### src/rtl/delaymon_pkg.sv
// Shared types and constants for the stepdown delay-cell monitor.
package delaymon_pkg;

   typedef enum logic {
      IDLE = 1'b0,
      MEAS = 1'b1
   } state_e;

   // Which edges of the cell input start a measurement.
   localparam int unsigned EDGE_RISE = 0;
   localparam int unsigned EDGE_FALL = 1;
   localparam int unsigned EDGE_BOTH = 2;

endpackage

### src/rtl/delaymon_stepdown_sync_edge.sv
// Two-flop synchronizer followed by an edge-detect flop; reports level and edge pulses.
module sync_edge (
   input  logic clk,
   input  logic rst_n,
   input  logic d,
   output logic lvl,
   output logic rise_c,
   output logic fall_c
);

   logic s1;
   logic s2;
   logic dly;

   always_ff @(posedge clk or negedge rst_n) begin
      if (!rst_n) begin
         s1  <= 1'b0;
         s2  <= 1'b0;
         dly <= 1'b0;
      end else begin
         s1  <= d;
         s2  <= s1;
         dly <= s2;
      end
   end

   assign lvl    = s2;
   assign rise_c = s2 & ~dly;
   assign fall_c = ~s2 & dly;

endmodule

### src/rtl/delaymon_stepdown.sv
// Measures the i-to-o edge delay of the stepdown fixed delay cell in CELCLK cycles
// and flags early, late, missing, overrun and spurious behaviour.
module delaymon_stepdown
   import delaymon_pkg::*;
#(
   parameter int unsigned CW      = 8,
   parameter int unsigned MIN_CYC = 1,
   parameter int unsigned MAX_CYC = 20,
   parameter int unsigned TIMEOUT = 63,
   parameter int unsigned EDGE    = 2
) (
   input  logic          CELCLK,
   input  logic          CELRSTN,
   input  logic          CELV,
   input  logic          CELG,
   input  logic          CELSUB,
   input  logic          i,
   input  logic          o,
   input  logic          clr,
   output logic [CW-1:0] meas,
   output logic          meas_vld,
   output logic          early,
   output logic          late,
   output logic          missing,
   output logic          err_sticky,
   output logic          busy
);

   localparam logic [CW-1:0] MIN_V   = CW'(MIN_CYC);
   localparam logic [CW-1:0] MAX_V   = CW'(MAX_CYC);
   localparam logic [CW-1:0] TO_V    = CW'(TIMEOUT);
   localparam logic [CW-1:0] CNT_MAX = '1;
   localparam logic [CW-1:0] ONE_V   = CW'(1);

   // Supply/ground/substrate pins carry no logic.
   logic unused_pins_c;
   assign unused_pins_c = &{CELV, CELG, CELSUB};

   logic i_lvl, i_rise_c, i_fall_c;
   logic o_lvl, o_rise_c, o_fall_c;

   sync_edge u_sync_i (
      .clk    (CELCLK),
      .rst_n  (CELRSTN),
      .d      (i),
      .lvl    (i_lvl),
      .rise_c (i_rise_c),
      .fall_c (i_fall_c)
   );

   sync_edge u_sync_o (
      .clk    (CELCLK),
      .rst_n  (CELRSTN),
      .d      (o),
      .lvl    (o_lvl),
      .rise_c (o_rise_c),
      .fall_c (o_fall_c)
   );

   logic i_go_c;
   logic o_edge_c;

   assign i_go_c = (((EDGE == EDGE_RISE) || (EDGE == EDGE_BOTH)) && i_rise_c) ||
                   (((EDGE == EDGE_FALL) || (EDGE == EDGE_BOTH)) && i_fall_c);
   assign o_edge_c = o_rise_c | o_fall_c;

   state_e        state, state_nxt;
   logic [CW-1:0] cnt, cnt_nxt;
   logic          pol, pol_nxt;

   logic          res_vld_c;
   logic [CW-1:0] res_val_c;
   logic          res_miss_c;
   logic          spur_c;
   logic          ovr_c;
   logic          early_c;
   logic          late_c;
   logic          err_c;

   always_ff @(posedge CELCLK or negedge CELRSTN) begin
      if (!CELRSTN) begin
         state <= IDLE;
         cnt   <= '0;
         pol   <= 1'b0;
      end else begin
         state <= state_nxt;
         cnt   <= cnt_nxt;
         pol   <= pol_nxt;
      end
   end

   // An o edge of the expected polarity always completes before a coincident i edge restarts.
   always_comb begin
      state_nxt  = state;
      cnt_nxt    = cnt;
      pol_nxt    = pol;
      res_vld_c  = 1'b0;
      res_val_c  = cnt;
      res_miss_c = 1'b0;
      spur_c     = 1'b0;
      ovr_c      = 1'b0;
      case (state)
         IDLE: begin
            if (i_go_c && o_edge_c && (o_lvl == i_lvl)) begin
               res_vld_c = 1'b1;
               res_val_c = '0;
            end else if (i_go_c) begin
               state_nxt = MEAS;
               cnt_nxt   = ONE_V;
               pol_nxt   = i_lvl;
               spur_c    = o_edge_c;
            end else if (o_edge_c) begin
               spur_c = 1'b1;
            end
         end
         MEAS: begin
            if (o_edge_c && (o_lvl == pol)) begin
               res_vld_c = 1'b1;
               res_val_c = cnt;
               state_nxt = IDLE;
               if (i_go_c) begin
                  state_nxt = MEAS;
                  cnt_nxt   = ONE_V;
                  pol_nxt   = i_lvl;
               end
            end else begin
               spur_c = o_edge_c;
               if (i_go_c) begin
                  ovr_c   = 1'b1;
                  cnt_nxt = ONE_V;
                  pol_nxt = i_lvl;
               end else if (cnt == TO_V) begin
                  res_vld_c  = 1'b1;
                  res_val_c  = TO_V;
                  res_miss_c = 1'b1;
                  state_nxt  = IDLE;
               end else if (cnt != CNT_MAX) begin
                  cnt_nxt = cnt + ONE_V;
               end
            end
         end
         default: state_nxt = IDLE;
      endcase
   end

   assign early_c = res_vld_c && (res_val_c < MIN_V);
   assign late_c  = res_vld_c && (res_miss_c || (res_val_c > MAX_V));
   assign err_c   = early_c | late_c | spur_c | ovr_c;

   // Result pulses and sticky error; a new error outranks a coincident clear.
   always_ff @(posedge CELCLK or negedge CELRSTN) begin
      if (!CELRSTN) begin
         meas       <= '0;
         meas_vld   <= 1'b0;
         early      <= 1'b0;
         late       <= 1'b0;
         missing    <= 1'b0;
         err_sticky <= 1'b0;
         busy       <= 1'b0;
      end else begin
         meas_vld <= res_vld_c;
         early    <= early_c;
         late     <= late_c;
         missing  <= res_vld_c && res_miss_c;
         busy     <= (state_nxt == MEAS);
         if (res_vld_c) begin
            meas <= res_val_c;
         end
         if (err_c) begin
            err_sticky <= 1'b1;
         end else if (clr) begin
            err_sticky <= 1'b0;
         end
      end
   end

endmodule
### config.mk
export PLATFORM = sky130hd
export DESIGN_NAME = delaymon_stepdown
export DESIGN_NICKNAME = d
export VERILOG_FILES = /design/src/rtl/delaymon_pkg.sv /design/src/rtl/delaymon_stepdown_sync_edge.sv /design/src/rtl/delaymon_stepdown.sv
export SDC_FILE = /design/constraint.sdc
export NUM_CORES = 1
export LEC_CHECK = 0
export CORE_ASPECT_RATIO = 1.2
export CORE_MARGIN = 2
export CORE_UTILIZATION = 46
export DETAILED_ROUTE_END_ITERATION = 8
export PLACE_DENSITY = 0.73
export REMOVE_ABC_BUFFERS = 1
export SLEW_MARGIN = 25
export SYNTH_ARGS = -nofsm -noshare
export SYNTH_HDL_FRONTEND = slang
export SYNTH_SLANG_ARGS = --single-unit
### constraint.sdc
create_clock -name CELCLK -period 1.7 [get_ports CELCLK]
set_input_delay 0.34 -clock CELCLK [delete_from_list [all_inputs] [get_ports CELCLK]]
set_output_delay 0.34 -clock CELCLK [all_outputs]
set_load 0.005 [all_outputs]
==> results of run 1 <==
==> what timing repair did <==
action	4_1_cts	5_1_grt
pin swaps	0	9
cloned	0	1
endpoints found under the setup margin	13	17
buffers inserted	1	7
hold buffers	0	0
gates resized for setup	3	26
==> how the worst max path moves through the flow <==
stage                       startpoint             endpoint  slack, ps  cells after the start
finish              cnt[6]$_DFFE_PN0P_  meas[1]$_DFFE_PN0P_         -3                      5
global route        cnt[1]$_DFFE_PN0P_  meas[1]$_DFFE_PN0P_        -80                      6
CTS                 cnt[0]$_DFFE_PN0P_  meas[1]$_DFFE_PN0P_         -5                      6
detailed placement  cnt[0]$_DFFE_PN0P_   cnt[7]$_DFFE_PN0P_        -40                      5
global placement    cnt[0]$_DFFE_PN0P_   cnt[5]$_DFFE_PN0P_        -10                      5
floorplan           cnt[0]$_DFFE_PN0P_   cnt[0]$_DFFE_PN0P_       -200                      5
==> final cells by class <==
class	count	area (um2)	area share, %
well taps	36	45.0	2.22
flip-flops and latches	29	729	36.0
inverters	5	18.8	0.926
clock inverters	1	5.00	0.247
clock buffers	7	65.1	3.21
multi-input cells	95	716	35.3
repair buffers	52	448	22.1
==> synthesized netlist by cell type (all sizes together) <==
| cell | instances |
|---|---|
| o41ai | 2 |
| or3b | 2 |
| nor4 | 2 |
| nand4 | 1 |
| xor2 | 2 |
| o21a | 2 |
| and3 | 2 |
| a221oi | 1 |
| and3b | 1 |
| xnor2 | 1 |
| nand2b | 1 |
| a21oi | 9 |
| nand4b | 2 |
| and4bb | 2 |
| o221ai | 1 |
| nor2 | 4 |
| nand3 | 5 |
| a2bb2oi | 2 |
| nand2 | 16 |
| nor3 | 2 |
| inv | 5 |
| o31ai | 3 |
| o21ai | 12 |
| o211ai | 6 |
| dfrtp | 29 |
| or2 | 1 |
| or4 | 5 |
| buf | 3 |
| o221a | 1 |
| and2 | 2 |
| a21o | 1 |
| ha | 1 |
| o311ai | 1 |
| mux2i | 1 |
| clkbuf | 2 |
| nand3b | 1 |
==> flip-flops by register name, indices dropped and copies added (netlist names) <==
name	cells
cnt	8
late	1
u_sync_i.s1	1
u_sync_o.s1	1
meas	8
u_sync_i.dly	1
pol	1
u_sync_i.lvl	1
early	1
u_sync_o.dly	1
err_sticky	1
u_sync_o.lvl	1
busy	1
missing	1
meas_vld	1
==> layer usage <==
layer  track usage [%]  wire, um
met1              25.3      1420
met2              33.7      1800
met3              7.37       148
met4              8.75        31
met5                 0         0
==> through the flow <==
stage               setup TNS [ps]  cells  total power, mW  instance area (um2)
CTS                          -4.70    217             1.82                 1880
finish                       -2.61    225             1.89                 2030
global placement             -21.9    208             1.32                 1790
global route                  -477    225             2.01                 2030
detailed placement           -99.2    208             1.33                 1790
floorplan                     -441    129             1.05                 1380
==> kinds of logic after synthesis <==
| group | count (synthesis) | synth area share [%] |
|---|---|---|
| adders and majority gates | 1 | 0.888 |
| xor gates and xnor gates | 3 | 2.40 |
| DFF | 29 | 51.5 |
| muxes | 1 | 0.711 |
| and+or+nand+nor | 49 | 21.9 |
| AOI/OAI and AO/OA | 41 | 19.1 |
| buffers and inverters | 10 | 3.46 |
==> power by group through the flow <==
stage	clock network [mW]	registers, mW	logic [mW]
floorplan	0	0.855	0.195
CTS	0.490	0.819	0.511
detailed placement	0	0.831	0.498
global route	0.533	0.842	0.632
global placement	0	0.828	0.489
finish	0.477	0.831	0.581
==> key figures, run 1 <==
Setup path
  • Reg2reg start: cnt[6]$_DFFE_PN0P_
  • Critical Path End Type: register
  • Worst path top cell family by delay: simple AND/OR/NAND/NOR gates
  • Cell Chain, Critical Path: buf_4, or2_2, nor4_4, o21a_2, o221a_2
  • CP peak stage delay: 450 ps
  • R2R cell count: 5
  • FF-to-FF setup slack: -3 ps
  • Crit path buf inv count: 1
  • Critical Path RT: 1970 ps
  • Slowest cell on crit path: dfrtp_2
  • R2R Path End: meas[1]$_DFFE_PN0P_
  • Critical Path Start Type: register
  • Worst-path fanout max: 8
  • CP Class: reg -> reg
  • Critical Path AT: approximately 2000 ps

Power and ir drop
  • Leakage: 0.871 nW
  • Sw Ratio: just under 30%
  • Cell-internal power: 1.33 mW
  • Comb pwr share: a little under a third
  • PwrDens: 932 mW/mm2
  • Clk pwr share: 25.2%
  • P_sw: 0.560 mW
  • Maximum vdd drop: 842 uV
  • Register share of total power: 44.0%

Cells and area
  • Net count, final: 197
  • Leading cell type in the layout, fill and taps excluded: buf_4
  • Area Overhead vs Synth: 43.9%
  • Core Util, Final: 67.6%
  • Layout cells sized above 1: 35.4%
  • Most frequent cells in the layout: buf_4 (29), dfrtp_1 (26), clkdlybuf4s50_1 (18)
  • Fillcell total: 221
  • # diodes: 0

Logic synthesis
  • Ranking of synthesized cells by area: dfrtp_1 (52%), nand2_1 (4.3%), o21ai_0 (3.6%)
  • Post-Syn Area: about 0.0014 mm2
  • Syn Area/Cell: 10.5 um2
  • Synth Instances: roughly 130
  • YS warnings: 0
  • Seq/Total Area, Yosys: 51.5%
  • Synth Register Bits: 29
  • Netlist cell types: 45
  • Synth top area share: between 50% and 60%
  • Cell taking the most area after synthesis: dfrtp_1

STA
  • Worst-Margin Slew: ~350 ps
  • Relative slew slack: about three quarters
  • Maximum clock rate: 0.587 GHz
  • Final Hold Viols: 0
  • Final setup viols: 1
  • Worst Skew: around 9.7 ps
  • Tmin final: between 1500 and 2000 ps
  • Hold Slack: 353 ps
  • Max-slew violation count: 0
  • RSZ-0062 raised after global routing: yes
  • Period utilization: 100%
  • Final WS setup: -2.61 ps

Worst hold path
  • Hold Crit Depth: 0
  • Hold Crit Start: u_sync_o.s1$_DFF_PN0_
  • Hold path endpoint: u_sync_o.lvl$_DFF_PN0_
  • Hold WC Path Type: reg -> reg

Drt
  • DRT Wirelength: 3400 um
  • Routed Antenna Nets: 0
  • Via density: 5.70
  • DR DRC count: 0
  • DR WL/cell: approximately 15 um
  • Pre-antenna DRT Iters: 4
  • DR iter-0 viols: 32
  • Vias: 1282

Floorplan
  • Initial Utilization: 47.0%
  • Ports: 22
  • Die X: 54.5 um
  • Die ar.: about 0.0035 mm2
  • Core ar.: 0.00300 mm2
  • Row count: 22
  • Die Y: 64.6 um

CTS
  • TritonCTS clock tree: yes
  • Num CTS Buffers: 5
  • CTS Buffer Depth: 2
  • Clk sinks: 29
  • Clock root buffer: clkbuf_4
  • H-Tree Depth: 2
  • Clock transition at path regs: 90 ps
  • Clock latency on the worst-skew pair: 330 ps

GRT
  • Antenna violations before repair: 0
  • Total GRT Usage: 21.2%
  • Total congestion overflow: 0
  • First-pass GRT wire length: 5380 um
  • Pin count of the biggest net entering global routing: 30
  • Vias in the first global route: 1198

Placed design
  • GPL Wtd Cong: 0.887
  • Number of buffers added on ports: 18
  • Place WS: -38.6 ps
  • Hpwl dp: 2300 um

Flow run
  • Max-Cap Viols: 0

Run status
  • Status: finished, violations left
  • Failing checks: setup timing
(Power assumes the default switching activity.)
==> run 2: changes to the inputs <==
--- a/config.mk
+++ b/config.mk
@@ -8,6 +8,7 @@
 export CORE_ASPECT_RATIO = 1.2
 export CORE_MARGIN = 2
 export CORE_UTILIZATION = 46
+export CTS_CLUSTER_DIAMETER = 50
 export DETAILED_ROUTE_END_ITERATION = 8
 export PLACE_DENSITY = 0.73
 export REMOVE_ABC_BUFFERS = 1
==> results of run 2 <==
Final layout, timing and power as in run 1 (identical DEF).
==> run 3: changes to the inputs <==
--- a/config.mk
+++ b/config.mk
@@ -5,12 +5,13 @@
 export SDC_FILE = /design/constraint.sdc
 export NUM_CORES = 1
 export LEC_CHECK = 0
+export CAP_MARGIN = 20
 export CORE_ASPECT_RATIO = 1.2
 export CORE_MARGIN = 2
 export CORE_UTILIZATION = 46
 export CTS_CLUSTER_DIAMETER = 50
 export DETAILED_ROUTE_END_ITERATION = 8
-export PLACE_DENSITY = 0.73
+export PLACE_DENSITY_LB_ADDON = 0.08
 export REMOVE_ABC_BUFFERS = 1
 export SLEW_MARGIN = 25
 export SYNTH_ARGS = -nofsm -noshare
==> run 3 against run 2 <==
- register-to-register slack is essentially flat
- largest cell class is now multi-input gates
- the run now ends clean
- combinational power about the same
- design area unchanged
- final cell count decreased by 1.3%
- first-iteration DRC count fell by 38%
- wire length increased by 3.0%
==> key figures, run 3 (synthesis results as in run 1) <==
Floorplan
  • Die Y: 64.6 um (unchanged)
  • Die X: 54.5 um (unchanged)
  • Ports: 22 (unchanged)
  • Row count: 22 (unchanged)
  • Core ar.: 0.00300 mm2 (unchanged)
  • Die ar.: 0.00352 mm2 (unchanged)
  • Initial Utilization: 47.0% (unchanged)

Cells and area
  • Fin cells: 222 (-1.3%)
  • Largest regs: cnt (8), meas (8)
  • Most frequent cells in the layout: buf_4 (28), dfrtp_1 (26), clkdlybuf4s50_1 (17)
  • Multi-input gate area: 747 um2 (+4.4%)
  • Sequential cell area: 729 um2 (unchanged)
  • Fillcell total: 244 (+10%)
  • Area Overhead vs Synth: 43.9% (unchanged)
  • Layout cells sized above 1: 34.4% (-1.0 points)
  • Net count, final: 195 (-1.0%)
  • # diodes: 0 (unchanged)
  • Leading cell type in the layout, fill and taps excluded: buf_4

Setup path
  • Critical Path End Type: register
  • Worst-path fanout max: 5 (-3)
  • Critical Path Start Type: register
  • Critical Path RT: 1910 ps (-60 ps)
  • Critical Path AT: 1900 ps (-80 ps)
  • CP Class: reg -> reg

Placed design
  • Hpwl dp: 2380 um (+3.5%)
  • Number of buffers added on ports: 18 (unchanged)
  • GPL Wtd Cong: 0.845 (-4.7%)
  • Place WS: -108 ps (-69.1 ps)
  • Placed cells: 209 (+0.48%)

Drt
  • Via density: 5.58 (-2.1%)
  • Routed Antenna Nets: 0 (unchanged)
  • Vias: 1238 (-3.4%)
  • DR iter-0 viols: 20 (-38%)
  • Pre-antenna DRT Iters: 4 (unchanged)
  • DR WL/cell: 15.8 um (+4.4%)
  • DR DRC count: 0 (unchanged)
  • DRT Wirelength: 3500 um (+3.0%)

Power and ir drop
  • Leakage: 0.862 nW (-1.0%)
  • P_sw: 0.560 mW (about the same)
  • Cell-internal power: 1.27 mW (-4.4%)
  • Comb pwr share: 31.7% (+0.9 points)
  • Maximum vdd drop: 676 uV (-20%)
  • Register share of total power: 45.3% (+1.3 points)
  • Clk pwr share: 22.9% (-2.3 points)
  • PwrDens: 903 mW/mm2 (-3.1%)
  • Sw Ratio: 30.6% (+0.95 points)

STA
  • Worst Skew: 8.28 ps (-1.41 ps)
  • Worst-Margin Slew: 368 ps (+17.3 ps)
  • Relative slew slack: 75.5% (-0.86 points)
  • Tmin final: 1690 ps (-11.8 ps)
  • Hold Slack: 358 ps (+4.69 ps)
  • Maximum clock rate: 0.591 GHz (+0.70%)
  • RSZ-0062 raised after global routing: yes
  • Final WS setup: 9.20 ps (+11.8 ps)
  • Period utilization: 99.5% (-0.69 points)
  • Final setup viols: 0 (-1)
  • Max-slew violation count: 0 (unchanged)
  • Total Neg Setup Slack: 0 ps (+2.61 ps)
  • Final Hold Viols: 0 (unchanged)

CTS
  • CTS Buffer Depth: 2 (unchanged)
  • Clock latency on the worst-skew pair: 330 ps (about the same)
  • Clock transition at path regs: 90 ps (about the same)
  • CTS Hold Buffers Added: 0 (unchanged)
  • Clock root buffer: clkbuf_4
  • TritonCTS clock tree: yes
  • Num CTS Buffers: 5 (unchanged)
  • H-Tree Depth: 2 (unchanged)
  • Clk sinks: 29 (unchanged)

Worst hold path
  • Hold WC Path Type: reg -> reg

GRT
  • Antenna violations before repair: 0 (unchanged)
  • Pin count of the biggest net entering global routing: 30 (unchanged)
  • First-pass GRT wire length: 5390 um (+0.24%)
  • Total GRT Usage: 21.8% (+0.59 points)
  • Total congestion overflow: 0 (unchanged)
  • Vias in the first global route: 1194 (-0.33%)

Run status
  • Status: finished clean

Flow run
  • Max-Cap Viols: 0 (unchanged)
## run 3: stage by stage
stage / power, mW / util (%) / instance area (um2)
after floorplan: 1.05 / - / 1380
after global placement: 1.31 / 60.0 / 1800
after detailed placement: 1.33 / 60.0 / 1800
after CTS: 1.78 / 63.0 / 1890
after global routing: 1.94 / 67.6 / 2030
final: 1.83 / 67.6 / 2030
## run 3: power by group through the flow
stage / sequential [mW] / clock, mW / combinational [mW]
6_report: 0.830 / 0.420 / 0.581
2_1_floorplan: 0.855 / 0 / 0.195
5_1_grt: 0.840 / 0.472 / 0.631
4_1_cts: 0.822 / 0.437 / 0.518
3_5_place_dp: 0.831 / 0 / 0.497
3_3_place_gp: 0.825 / 0 / 0.485
## run 3: worst paths after layout
check                      slack (ps)                endpoint  cells after the start                    from
setup reg to reg                    9      cnt[0]$_DFFE_PN0P_                      5  u_sync_i.lvl$_DFF_PN0_
hold / removal                    360  u_sync_o.lvl$_DFF_PN0_                      0   u_sync_o.s1$_DFF_PN0_
hold reg to reg                   360  u_sync_o.lvl$_DFF_PN0_                      0   u_sync_o.s1$_DFF_PN0_
max in group asynchronous        1020      cnt[7]$_DFFE_PN0P_                      2                 CELRSTN
setup / recovery                    9      cnt[0]$_DFFE_PN0P_                      5  u_sync_i.lvl$_DFF_PN0_
min in group asynchronous         390      cnt[4]$_DFFE_PN0P_                      2                 CELRSTN
## run 3: layout make-up
class	instances	area share [%]
Clock buffer	7	2.72
Inverter	5	0.926
Multi-Input combinational cell	95	36.9
Sequential cell	29	36.0
Tap cell	36	2.22
Timing Repair Buffer	50	21.3
## run 3: critical path: stages, from the launching register on
cell	delay [ps]
dfrtp_1	440
buf_4	180
and4bb_2	290
o21ai_1	80
and2_2	200
or3b_1	390
## run 3: routing by layer
layer	global-route usage, %	share of wire [%]
met5	0	0
met4	9.38	1.8
met3	7.14	3.7
met2	32.8	50
met1	28.0	44
## run 3: timing repair
action                     4_1_cts  5_1_grt
pin swaps                        2        8
gates resized for setup          6       27
buffers inserted                 2        3
gates cloned                     0        1
setup endpoints to repair       17       18
==> RTL edit 1, RTL diff (flow settings as in run 3) <==
Remove the register `late`: a continuous assignment takes its place, so the output `late` follows one clock earlier.
--- a/src/rtl/delaymon_stepdown.sv
+++ b/src/rtl/delaymon_stepdown.sv
@@ -153,14 +153,12 @@
          meas       <= '0;
          meas_vld   <= 1'b0;
          early      <= 1'b0;
-         late       <= 1'b0;
          missing    <= 1'b0;
          err_sticky <= 1'b0;
          busy       <= 1'b0;
       end else begin
          meas_vld <= res_vld_c;
          early    <= early_c;
-         late     <= late_c;
          missing  <= res_vld_c && res_miss_c;
          busy     <= (state_nxt == MEAS);
          if (res_vld_c) begin
@@ -174,4 +172,6 @@
       end
    end
 
+   assign late = late_c;
+
 endmodule
Formal check against the unedited RTL: same outputs for any inputs over 10 cycles, from zero or initial values and one cycle with CELRSTN low; that may be too few to reach the edited logic, so the function may still have changed.
==> RTL edit 1 against run 3 <==
Synthesized area rose by 1.7%. Count of clock-buffer cells in the layout fell by 4. Sequential cell count fell by 1. Cell area rose by 4.7%. Synthesized cell count rose by 1.5%. The run now ends with negative setup slack left. Setup slack got worse by 0.32 ns. Routed wire length rose by 7.1%. Power rose by 3.2%.
==> RTL edit 1: results (changes against run 3) <==
metric,value,unit,change
status,finished with violations,,was finished clean
violations,negative setup slack,,
ctsRootBufferMaster,clkbuf_4,,unchanged
regToRegSetupSlack,-0.13,ns,was 0.009 ns
vdd.ir_drop.worst,555,µV,was 676 µV
dpl.hpwl,2560,µm,was 2380 µm
place_area,0.00187,mm²,was 0.00180 mm²
r2r_cells,8,,was 5
synthCells,136,,was 134
ys_seq_area_share,48.9,%,was 51.5%
cts_buffers,3,,was 5
skew,0.0143,ns,was 0.00828 ns
critPathTopFamily,simple AND/OR/NAND/NOR gates,,unchanged
routedWlPerCell,16.5,µm,was 15.8 µm
grt_max_degree,29,,was 30
dp.cells,214,,was 209
tns,-0.961,ns,was 0 ns
h-tree-depth,1,,was 2
synthTopCellsByArea,"dfrtp_1 (49%), a21oi_1 (3.5%), o21ai_0 (3.5%), nand2_1 (3.4%), o211ai_1 (3.1%)",,"was dfrtp_1 (52%), nand2_1 (4.3%), o21ai_0 (3.6%), a21oi_1 (3.2%), o211ai_1 (3.2%)"
clk_latency,0.33,ns,about the same
cp-endpoint,late,,was cnt[0]$_DFFE_PN0P_
place.gp.congestion,0.893,,was 0.845
vias,1334,,was 1238
clk_pin_slew_worst_paths,0.16,ns,was 0.09 ns
via_per_inst,5.85,,was 5.58
post-place-ws,-0.388,ns,was -0.108 ns
slowest_stage,dfrtp_1,,unchanged
crit_start,u_sync_o.lvl$_DFF_PN0_,,was u_sync_i.lvl$_DFF_PN0_
hp-class,in -> async,,was reg -> reg
r2r-end,cnt[3]$_DFFE_PN0P_,,was cnt[0]$_DFFE_PN0P_
final-setup-viol-count,8,,was 0
cts-resized-gates,27,,was 6
synth_warnings,0,,unchanged
fin_ws,-0.307,ns,was 0.00920 ns
cts_buffer_depth,2,,unchanged
r2r-start,u_sync_o.lvl$_DFF_PN0_,,was u_sync_i.lvl$_DFF_PN0_
hold_viol,0,,unchanged
crit_path_max_fanout,2,,was 5
finish.net_count,203,,was 195
grt_pass1_wl,6220,µm,was 5390 µm
track_usage,23.9,%,was 21.8%
drtIter0Drc,55,,was 20
critPathKind,reg -> out,,was reg -> reg
arrival,1.67,ns,was 1.90 ns
drive_gt1_share,38.0,%,was 34.4%
cts_setup_buffers,11,,was 2
synth_cell_types,44,,was 45
relSlewSlack,76.0,%,was 75.5%
antenna_found_initial,0,,unchanged
total_leakage_power,0.924,nW,was 0.862 nW
max_stage_delay,0.41,ns,was 0.44 ns
drt_first_pass_iters,6,,was 4
grt_pass1_vias,1329,,was 1194
antenna_cells,0,,unchanged
synth_commonest_cells,"dfrtp_1 (28), nand2_1 (13), a21oi_1 (10), o21ai_0 (10)",,"was dfrtp_1 (29), nand2_1 (16), o21ai_0 (10)"
## RTL edit 1: layer usage
layer	GRT usage, %	part of all wire [%]	wire length [µm]	up-vias
met4	8.54	1.6	59	0
met5	0	0	0	-
met1	31.2	42	1590	665
li1	-	-	-	625
met3	2.95	4.4	166	6
met2	39.7	52	1940	38
## RTL edit 1: layout make-up
| cell class | count | area, µm² |
|---|---|---|
| repair buffers | 61 | 577 |
| flip-flops and latches | 28 | 701 |
| multi-input cells | 95 | 756 |
| fillers | 222 | 906 |
| clock buffers | 3 | 22.5 |
| well taps | 36 | 45.0 |
| inverters | 5 | 21.3 |
## RTL edit 1: cells by family (layout without fill, tap and decap cells)
kind of cell / count (synthesis) / after routing / share of synthesized area [%]
AO/OA/AOI/OAI: 42 / 42 / 19.2
XOR/XNOR: 3 / 3 / 2.36
multiplexers: 1 / 1 / 0.699
buffers and inverters: 13 / 69 / 5.33
flip-flops: 28 / 28 / 48.9
AND/OR/NAND/NOR: 48 / 48 / 22.6
adder cells (fa/ha/maj): 1 / 1 / 0.873
## RTL edit 1: how the worst min path moves through the flow
stage,endpoint,slack [ns],cells past startpoint
after floorplan,busy$_DFF_PN0_,0.04,0
after global placement,u_sync_i.lvl$_DFF_PN0_,0.34,0
after detailed placement,u_sync_o.lvl$_DFF_PN0_,0.34,0
after CTS,u_sync_o.lvl$_DFF_PN0_,0.37,0
after global routing,u_sync_o.lvl$_DFF_PN0_,0.38,0
final,u_sync_o.dly$_DFF_PN0_,0.36,2
## RTL edit 1: where the power goes
group	switching [W]	internal, W	total (W)	leakage (nW)
clock	0.000192	0.0000830	0.000275	0.0138
sequential	0.0000471	0.000743	0.000790	0.357
combinational	0.000355	0.000469	0.000824	0.554
total	0.000595	0.00129	0.00189	0.924
==> RTL edit 2, RTL diff (config.mk and constraints of run 3) <==
Without the edit above. Change the parameter `CW` from 8 to 10.
--- a/src/rtl/delaymon_stepdown.sv
+++ b/src/rtl/delaymon_stepdown.sv
@@ -3,7 +3,7 @@
 module delaymon_stepdown
    import delaymon_pkg::*;
 #(
-   parameter int unsigned CW      = 8,
+   parameter int unsigned CW      = 10,
    parameter int unsigned MIN_CYC = 1,
    parameter int unsigned MAX_CYC = 20,
    parameter int unsigned TIMEOUT = 63,
Ports: changed (resized meas); port bits go from 22 to 24. No check against the original RTL was run, so the function may have changed too.
==> RTL edit 2 against run 3 <==
The flow now finishes with violations (design-rule violations, negative setup slack). Sequential power is 13% higher. Sequential cell count is 4 higher. Synthesized area is 18% higher. Power is 48% higher. Routed wire length is 44% higher. Cell area is 34% higher. Setup slack worse by 0.23 ns. Combinational power is 71% higher. Largest cell class unchanged.
==> RTL edit 2: results (changes against run 3) <==
metric,value,unit,change
vias,1624,,was 1238
grt_pass1_wl,7330,µm,was 5390 µm
drc,2,,was 0
synth_cell_types,48,,was 45
combinationalPowerShare,36.7,%,was 31.7%
clk_pin_slew_worst_paths,0.07,ns,was 0.09 ns
drive_gt1_share,47.7,%,was 34.4%
drt_first_pass_iters,6,,was 4
antenna_found_initial,0,,unchanged
skew,0.00794,ns,was 0.00828 ns
switching_share,29.2,%,was 30.6%
total_leakage_power,1.15,nW,was 0.862 nW
async_flop_share,100,%,unchanged
final-setup-viol-count,26,,was 0
place_area,0.00217,mm²,was 0.00180 mm²
antenna_cells,0,,unchanged
synthTopCellsByArea,"dfrtp_1 (50%), nand2_1 (3.6%), a21oi_1 (3.3%), o31ai_1 (2.7%), o21ai_0 (2.4%)",,"was dfrtp_1 (52%), nand2_1 (4.3%), o21ai_0 (3.6%), a21oi_1 (3.2%), o211ai_1 (3.2%)"
vdd.ir_drop.worst,850,µV,was 676 µV
status,finished with violations,,was finished clean
synth_commonest_cells,"dfrtp_1 (33), nand2_1 (16), a21oi_1 (11)",,"was dfrtp_1 (29), nand2_1 (16), o21ai_0 (10)"
reg_top3,"cnt (10), meas (10)",,"was cnt (8), meas (8)"
finish.net_count,243,,was 195
post-place-ws,-0.229,ns,was -0.108 ns
place.gp.congestion,0.865,,was 0.845
fin_ws,-0.225,ns,was 0.00920 ns
p_clk,0.000769,W,was 0.000420 W
hp-class,reg -> reg,,unchanged
crit_path_max_fanout,6,,was 5
track_usage,23.7,%,was 21.8%
tightest_slew,0.462,ns,was 0.368 ns
grt_pass1_vias,1579,,was 1194
grt_max_degree,34,,was 30
wl,5040,µm,was 3500 µm
drtIter0Drc,71,,was 20
ys_seq_area_share,49.5,%,was 51.5%
violations,"design-rule violations, negative setup slack",,
ctsRootBufferMaster,clkbuf_8,,was clkbuf_4
clk_latency,0.29,ns,was 0.33 ns
io_buffers,20,,was 18
dpl.hpwl,2970,µm,was 2380 µm
==> RTL edit 2: cell types whose count changed in the layout (fill, tap and decap cells not counted), sizes merged, moves of 3 or more <==
cell / delta
or4: +3
clkdlybuf4s50: +3
dfrtp: +4
a211oi: +3
buf: +27
o31ai: +3
o21ai: -3
==> RTL edit 2: stage by stage <==
step                      std cells  total power, W  setup TNS (ns)
after detailed placement        242         0.00160           -3.54
after floorplan                 148         0.00123           -3.54
after global routing            272         0.00283           -5.45
after CTS                       261         0.00256           -2.74
after global placement          242         0.00157           -2.51
final                           272         0.00270           -3.72
==> RTL edit 2: critical path: stages, from the launching register on <==
cell and delay (ns):
dfrtp_1 0.38, or4_4 0.58, buf_6 0.15, nor4_4 0.16, buf_4 0.18, o21ai_4 0.08
a32o_1 0.27
==> RTL edit 2: cells by family after synthesis <==
logic type / Yosys count / synth area share [%]
AND/OR/NAND/NOR: 55 / 20.9
AO/OA/AOI/OAI: 50 / 22.7
flip-flops: 33 / 49.5
buffers and inverters: 10 / 2.77
multiplexers: 3 / 1.80
XOR/XNOR: 2 / 1.50
adder cells (fa/ha/maj): 1 / 0.750
==> RTL edit 2: what timing repair did <==
item,4_1_cts,5_1_grt
endpoints found under the hold margin,0,0
resized for setup,33,24
pin swaps,17,16
hold buffers,0,0
endpoints found under the setup margin,25,27
buffers inserted,11,11
cloned,1,0
==> RTL edit 2: worst paths after layout <==
kind	startpoint	end	slack, ns	cells past startpoint
min in group asynchronous	CELRSTN	pol$_DFFE_PN0P_	0.46	2
setup reg to reg	cnt[6]$_DFFE_PN0P_	meas[7]$_DFFE_PN0P_	-0.22	6
hold / removal	u_sync_i.s1$_DFF_PN0_	u_sync_i.lvl$_DFF_PN0_	0.36	0
max in group asynchronous	CELRSTN	u_sync_i.lvl$_DFF_PN0_	0.92	2
setup / recovery	cnt[6]$_DFFE_PN0P_	meas[7]$_DFFE_PN0P_	-0.22	6
hold reg to reg	u_sync_i.s1$_DFF_PN0_	u_sync_i.lvl$_DFF_PN0_	0.36	0
==> RTL edit 2: cell type report <==
type                       count  area [µm²]
clock buffer                   7        86.3
multi-input combinational    111        1010
inverter                       4        15.0
timing repair buffer          79         694
clock inverter                 1        30.0
fill                         207         689
tap                           37        46.3
sequential                    33         828
==> RTL edit 2: routing by layer <==
layer,track usage [%],share of wire [%],wire [µm],vias up
met3,5.56,3.4,173,7
met1,29.0,40,2040,820
met4,9.60,1.3,67,0
li1,-,-,-,754
met5,0,0,0,-
met2,39.3,55,2760,43
